File: src/rtl/uart_rx_ctrl_if.sv
// uart_rx_ctrl_if: serial-line, tick and SIPO-strobe signals of the UART receive sequencer
`timescale 1ns/1ps
interface uart_rx_ctrl_if;
  logic rx_in;
  logic sample_tick;
  logic rx_bit;
  logic shift;
  logic rx_done;
  logic frame_err;
  logic busy;
  modport master (
    output rx_in, sample_tick,
    input  rx_bit, shift, rx_done, frame_err, busy
  );
  modport slave (
    input  rx_in, sample_tick,
    output rx_bit, shift, rx_done, frame_err, busy
  );
endinterface

File: src/rtl/uart_rx_ctrl.sv
// uart_rx_ctrl: UART receive sequencer, samples mid-bit and strobes an external SIPO
`timescale 1ns/1ps
module uart_rx_ctrl #(
  parameter int OVERSAMPLE = 16,
  parameter int DATA_BITS  = 8
) (
  input  logic          clk,
  input  logic          clear,
  uart_rx_ctrl_if.slave bus
);
  localparam int TW = $clog2(OVERSAMPLE);
  localparam int BW = $clog2(DATA_BITS + 1);
  localparam logic [TW-1:0] T_MID  = TW'(OVERSAMPLE / 2 - 1);
  localparam logic [TW-1:0] T_END  = TW'(OVERSAMPLE - 1);
  localparam logic [BW-1:0] B_LAST = BW'(DATA_BITS - 1);
  typedef enum logic [2:0] {IDLE, START, DATA, STOP, BRK} state_t;
  state_t        state, state_n;
  logic [TW-1:0] tick_cnt, tick_n;
  logic [BW-1:0] bit_cnt, bit_n;
  logic          rx_m, rx_s;
  logic          rx_bit_n, shift_n, done_n, err_n;
  logic          tick;
  assign tick = bus.sample_tick;
  always_ff @(posedge clk or negedge clear) begin
    if (!clear) begin
      state         <= IDLE;
      tick_cnt      <= '0;
      bit_cnt       <= '0;
      rx_m          <= 1'b1;
      rx_s          <= 1'b1;
      bus.rx_bit    <= 1'b1;
      bus.shift     <= 1'b0;
      bus.rx_done   <= 1'b0;
      bus.frame_err <= 1'b0;
      bus.busy      <= 1'b0;
    end else begin
      state         <= state_n;
      tick_cnt      <= tick_n;
      bit_cnt       <= bit_n;
      rx_m          <= bus.rx_in;
      rx_s          <= rx_m;
      bus.rx_bit    <= rx_bit_n;
      bus.shift     <= shift_n;
      bus.rx_done   <= done_n;
      bus.frame_err <= err_n;
      bus.busy      <= state_n != IDLE;
    end
  end
  // Counters move only on sample_tick; BRK alone reacts to rx_s every clock
  always_comb begin
    state_n  = state;
    tick_n   = tick_cnt;
    bit_n    = bit_cnt;
    rx_bit_n = bus.rx_bit;
    shift_n  = 1'b0;
    done_n   = 1'b0;
    err_n    = 1'b0;
    case (state)
      IDLE:
        if (tick && !rx_s) begin
          state_n = START;
          tick_n  = '0;
        end
      START:
        if (tick) begin
          tick_n = (tick_cnt == T_MID) ? '0 : tick_cnt + 1'b1;
          if (tick_cnt == T_MID) begin
            state_n = rx_s ? IDLE : DATA;
            bit_n   = '0;
          end
        end
      DATA:
        if (tick) begin
          tick_n = (tick_cnt == T_END) ? '0 : tick_cnt + 1'b1;
          if (tick_cnt == T_END) begin
            rx_bit_n = rx_s;
            shift_n  = 1'b1;
            bit_n    = bit_cnt + 1'b1;
            state_n  = (bit_cnt == B_LAST) ? STOP : DATA;
          end
        end
      STOP:
        if (tick) begin
          tick_n = (tick_cnt == T_END) ? '0 : tick_cnt + 1'b1;
          if (tick_cnt == T_END) begin
            done_n  = rx_s;
            err_n   = !rx_s;
            state_n = rx_s ? IDLE : BRK;
          end
        end
      BRK:
        state_n = rx_s ? IDLE : BRK;
      default:
        state_n = IDLE;
    endcase
  end
endmodule

File: src/flat_wrapper.sv
// flat-port wrapper written by rule: the top's interface ports become plain ports
module uart_rx_ctrl_flat 
#(
  parameter int OVERSAMPLE = 16,
  parameter int DATA_BITS  = 8
)
  (clk, clear, bus_rx_in, bus_sample_tick, bus_rx_bit, bus_shift, bus_rx_done, bus_frame_err, bus_busy);
  uart_rx_ctrl_if bus_i ();
  input  logic clk;
  input  logic clear;
  input wire logic [$bits(bus_i.rx_in)-1:0] bus_rx_in;
  input wire logic [$bits(bus_i.sample_tick)-1:0] bus_sample_tick;
  output wire logic [$bits(bus_i.rx_bit)-1:0] bus_rx_bit;
  output wire logic [$bits(bus_i.shift)-1:0] bus_shift;
  output wire logic [$bits(bus_i.rx_done)-1:0] bus_rx_done;
  output wire logic [$bits(bus_i.frame_err)-1:0] bus_frame_err;
  output wire logic [$bits(bus_i.busy)-1:0] bus_busy;
  assign bus_i.rx_in = bus_rx_in;
  assign bus_i.sample_tick = bus_sample_tick;
  assign bus_rx_bit = bus_i.rx_bit;
  assign bus_shift = bus_i.shift;
  assign bus_rx_done = bus_i.rx_done;
  assign bus_frame_err = bus_i.frame_err;
  assign bus_busy = bus_i.busy;
  uart_rx_ctrl #(.OVERSAMPLE(OVERSAMPLE), .DATA_BITS(DATA_BITS)) u_core (.clk(clk), .clear(clear), .bus(bus_i));
endmodule
File: config.mk
export PLATFORM = sky130hd
export DESIGN_NAME = uart_rx_ctrl_flat
export DESIGN_NICKNAME = d
export VERILOG_FILES = /design/src/rtl/uart_rx_ctrl_if.sv /design/src/rtl/uart_rx_ctrl.sv /design/src/flat_wrapper.sv
export SDC_FILE = /design/constraint.sdc
export NUM_CORES = 1
export LEC_CHECK = 0
export ABC_CLOCK_PERIOD_IN_PS = 3300
export CAP_MARGIN = 10
export CORE_MARGIN = 4
export CORE_UTILIZATION = 42
export CTS_BUF_LIST = sky130_fd_sc_hd__clkbuf_16
export DETAILED_ROUTE_END_ITERATION = 8
export GPL_ROUTABILITY_DRIVEN = 1
export PLACE_DENSITY = 0.67
export SLEW_MARGIN = 40
export SYNTH_ARGS = -nofsm -noshare
export SYNTH_HDL_FRONTEND = slang
export SYNTH_SLANG_ARGS = --single-unit
File: constraint.sdc
create_clock -name clk -period 3.3 [get_ports clk]
set_clock_uncertainty 0.2 [all_clocks]
set_input_delay 0.825 -clock clk [delete_from_list [all_inputs] [get_ports clk]]
set_output_delay 0.825 -clock clk [all_outputs]
set_load 0.02 [all_outputs]
==> impl_metrics.tcl <==
set metrics [dict create \
    status "finished clean" \
    clockPowerShare 0.339 \
    routed-via-count 675 \
    pwr-share-comb 0.218 \
    p_leak_nw 0.456 \
    initial_core_util 0.455 \
    synth_cells 80 \
    ir_worst_vdd_mv 0.490 \
    cpLargestDelayFamily "buffers and inverters" \
    clk_pin_slew_worst_paths_ns 0.05 \
    swShare 0.317 \
    drv_slew 0 \
    ant_nets 0 \
    reg2reg_depth 5 \
    hold_viol_final 0 \
    n_antenna_cell 0 \
    fin_crit_sh 0.724 \
    critical_path.max_stage_delay_ns 0.59 \
    cts_tree "yes" \
    cts_max_path_buffers 2 \
    routabilityCongestion 0.736 \
    ys_top_cells_by_area "dfrtp_1, dfstp_2, nand3_1" \
    power_density_nw_per_um2 670 \
    drt_pass1_iterations 4 \
    drtIter0Drc 12 \
    die_h_um 54.6 \
    critical_path_buf_inv_count 1 \
    p_sw_mw 0.228 \
    r2r-end "u_core.bit_cnt[0]" \
    worstHoldPathCells 0 \
    htreeDepth 1 \
    layout_setup_ws_ns 0.910 \
    start_kind "flop" \
    tightest_slew_ns 0.507 \
    clk_latency_ns 0.25 \
    mappedNetlistArea_um2 911 \
    drv_cap 0 \
    cts_root_buffer "clkbuf_16" \
    cts_hold_buf 0 \
    dp.final_hpwl_mm 1.18 \
    fin_setup_tns_ns 0 \
    grt_start_max_net_pins 19 \
    synth_common_cells "dfrtp_1, nor2_1, nand3_1" \
    cts_resized 0 \
    max_freq_mhz 418 \
    grt_usage 0.149 \
    synth.avg_cell_area_um2 11.4 \
    arrival_ns 1.37 \
    antenna_found_initial 0 \
    overflow 0 \
    yosys_warnings 0 \
    crit_chain "clkdlybuf4s50_1" \
    fin_hold_ws_ns 0.159 \
    worstReg2RegStart "u_core.tick_cnt[0]" \
    synth_nets 86 \
    die_area_um2 2980 \
    ys_seq_elements 18 \
    min_to "u_core.rx_s" \
    grt_pass1_wl_mm 3.09 \
    ios 9 \
    wl_mm 1.72 \
    port_buffers 8 \
    yosysSeqAreaShare 0.499 \
    critical-path-slowest-cell "clkdlybuf4s50_1" \
    areaGrowthSynthToFinish_pct 17.7 \
    setup_viol 0 \
    numCtsBuffers 3 \
    pwr-share-seq 0.443 \
    r2r_setup_slack_ns 1.40 \
    drc 0 \
    critPathMaxFanout 2 \
    grt_pass1_vias 670 \
    clock-sinks 18 \
    nets 96 \
    viasPerCell 5.82 \
    maxSlewHeadroom 0.660 \
    synth_async_sr_flop_share 1.00 \
    cp-end-kind "output port" \
    pre_cts_ws_ns 0.731 \
    yosysMostFrequentCell "dfrtp_1" \
    fp.dieW_um 54.6 \
    rows 16 \
    core_um2 2000 \
    dominantRegCellSynth "dfrtp_1" \
    required_ns 2.27 \
    drive_gt1_frac 0.202 \
    path_class "reg2out" \
    rsz0062_at_grt "false" \
    synth_edf_count 0 \
    wl_per_cell_um 14.9 \
    post-route-util 0.536 \
    yosysTopAreaCell "dfrtp_1" \
    hold_path_class "reg2reg" \
    finalCriticalPeriod_ns 2.39 \
    fin_total_pwr_mw 0.718 \
    intPower_mw 0.491 \
    synth_top_area_frac 0.412 \
    fillers 187 \
    min-delay-start "u_core.rx_m" \
    synth.distinct_cells 36 \
    post_cts_buffers 0 \
]
-- sequential cells by signal, summed over array words and instances, names as in the netlist --
register,count
u_core.tick_cnt,4
u_core.bus.busy,1
u_core.bus.rx_bit,1
u_core.rx_s,1
u_core.bit_cnt,4
u_core.rx_m,1
u_core.state,3
u_core.bus.frame_err,1
u_core.bus.shift,1
u_core.bus.rx_done,1
-- power by group through the flow --
stage,Combinational (mW),Sequential [mW],Clock (mW)
3_5_place_dp,0.156,0.321,0
6_report,0.157,0.318,0.244
4_1_cts,0.158,0.318,0.245
5_1_grt,0.177,0.325,0.258
3_3_place_gp,0.150,0.320,0
2_1_floorplan,0.155,0.290,0
-- cell usage in the layout (no fill, tap or decap), drive strengths merged, types with 2 or more instances in the layout --
cell,instances
nand2,2
o21ai,2
and4,2
dfstp,3
nor2b,2
mux2,2
xnor2,3
nand3,6
and3,2
clkdlybuf4s50,7
a22o,2
nor4,2
ha,2
dfrtp,15
nor4b,2
nor2,9
clkbuf,3
a211oi,3
inv,5
-- per-layer routing --
metal  global-route usage  vias up  share of wire
met5                    0        -              0
met4               0.0871        0          0.023
met3               0.0463        5          0.057
met2                0.229       21           0.46
met1                0.182      331           0.46
li1                     -      318              -
-- stage by stage --
step	cells	instance area [um2]
3_5_place_dp	112	998
6_report	116	1070
4_1_cts	116	1080
2_1_floorplan	80	911
3_3_place_gp	112	998
5_1_grt	116	1070
-- layout make-up --
class,count,area [um2],area share
repair buffers,8,75.1,0.0700
multi-input cells,54,412,0.384
flip-flops and latches,18,454,0.424
well taps,27,33.8,0.0315
clock inverters,1,3.75,0.00350
inverters,5,18.8,0.0175
clock buffers,3,75.1,0.0700
-- how the worst max path moves through the flow --
stage               slack, ns           endpoint  cells after the start         startpoint
CTS                      0.90         bus_rx_bit                      1  u_core.bus.rx_bit
floorplan                1.36  u_core.bit_cnt[0]                      4    bus_sample_tick
detailed placement       0.73  u_core.bit_cnt[0]                      5    bus_sample_tick
finish                   0.91         bus_rx_bit                      1  u_core.bus.rx_bit
global route             0.87         bus_rx_bit                      1  u_core.bus.rx_bit
global placement         0.77  u_core.bit_cnt[0]                      5    bus_sample_tick
-- logic make-up (layout without fill, tap and decap cells) --
| family | Yosys count | after routing | synth area share |
|---|---|---|---|
| compound gates | 16 | 16 | 0.139 |
| xor+xnor | 3 | 3 | 0.0289 |
| fa+ha+maj | 2 | 2 | 0.0275 |
| buf+inv | 8 | 17 | 0.0494 |
| flops | 18 | 18 | 0.499 |
| mux | 3 | 3 | 0.0398 |
| simple gates | 30 | 30 | 0.217 |
(Power assumes the default switching activity.)
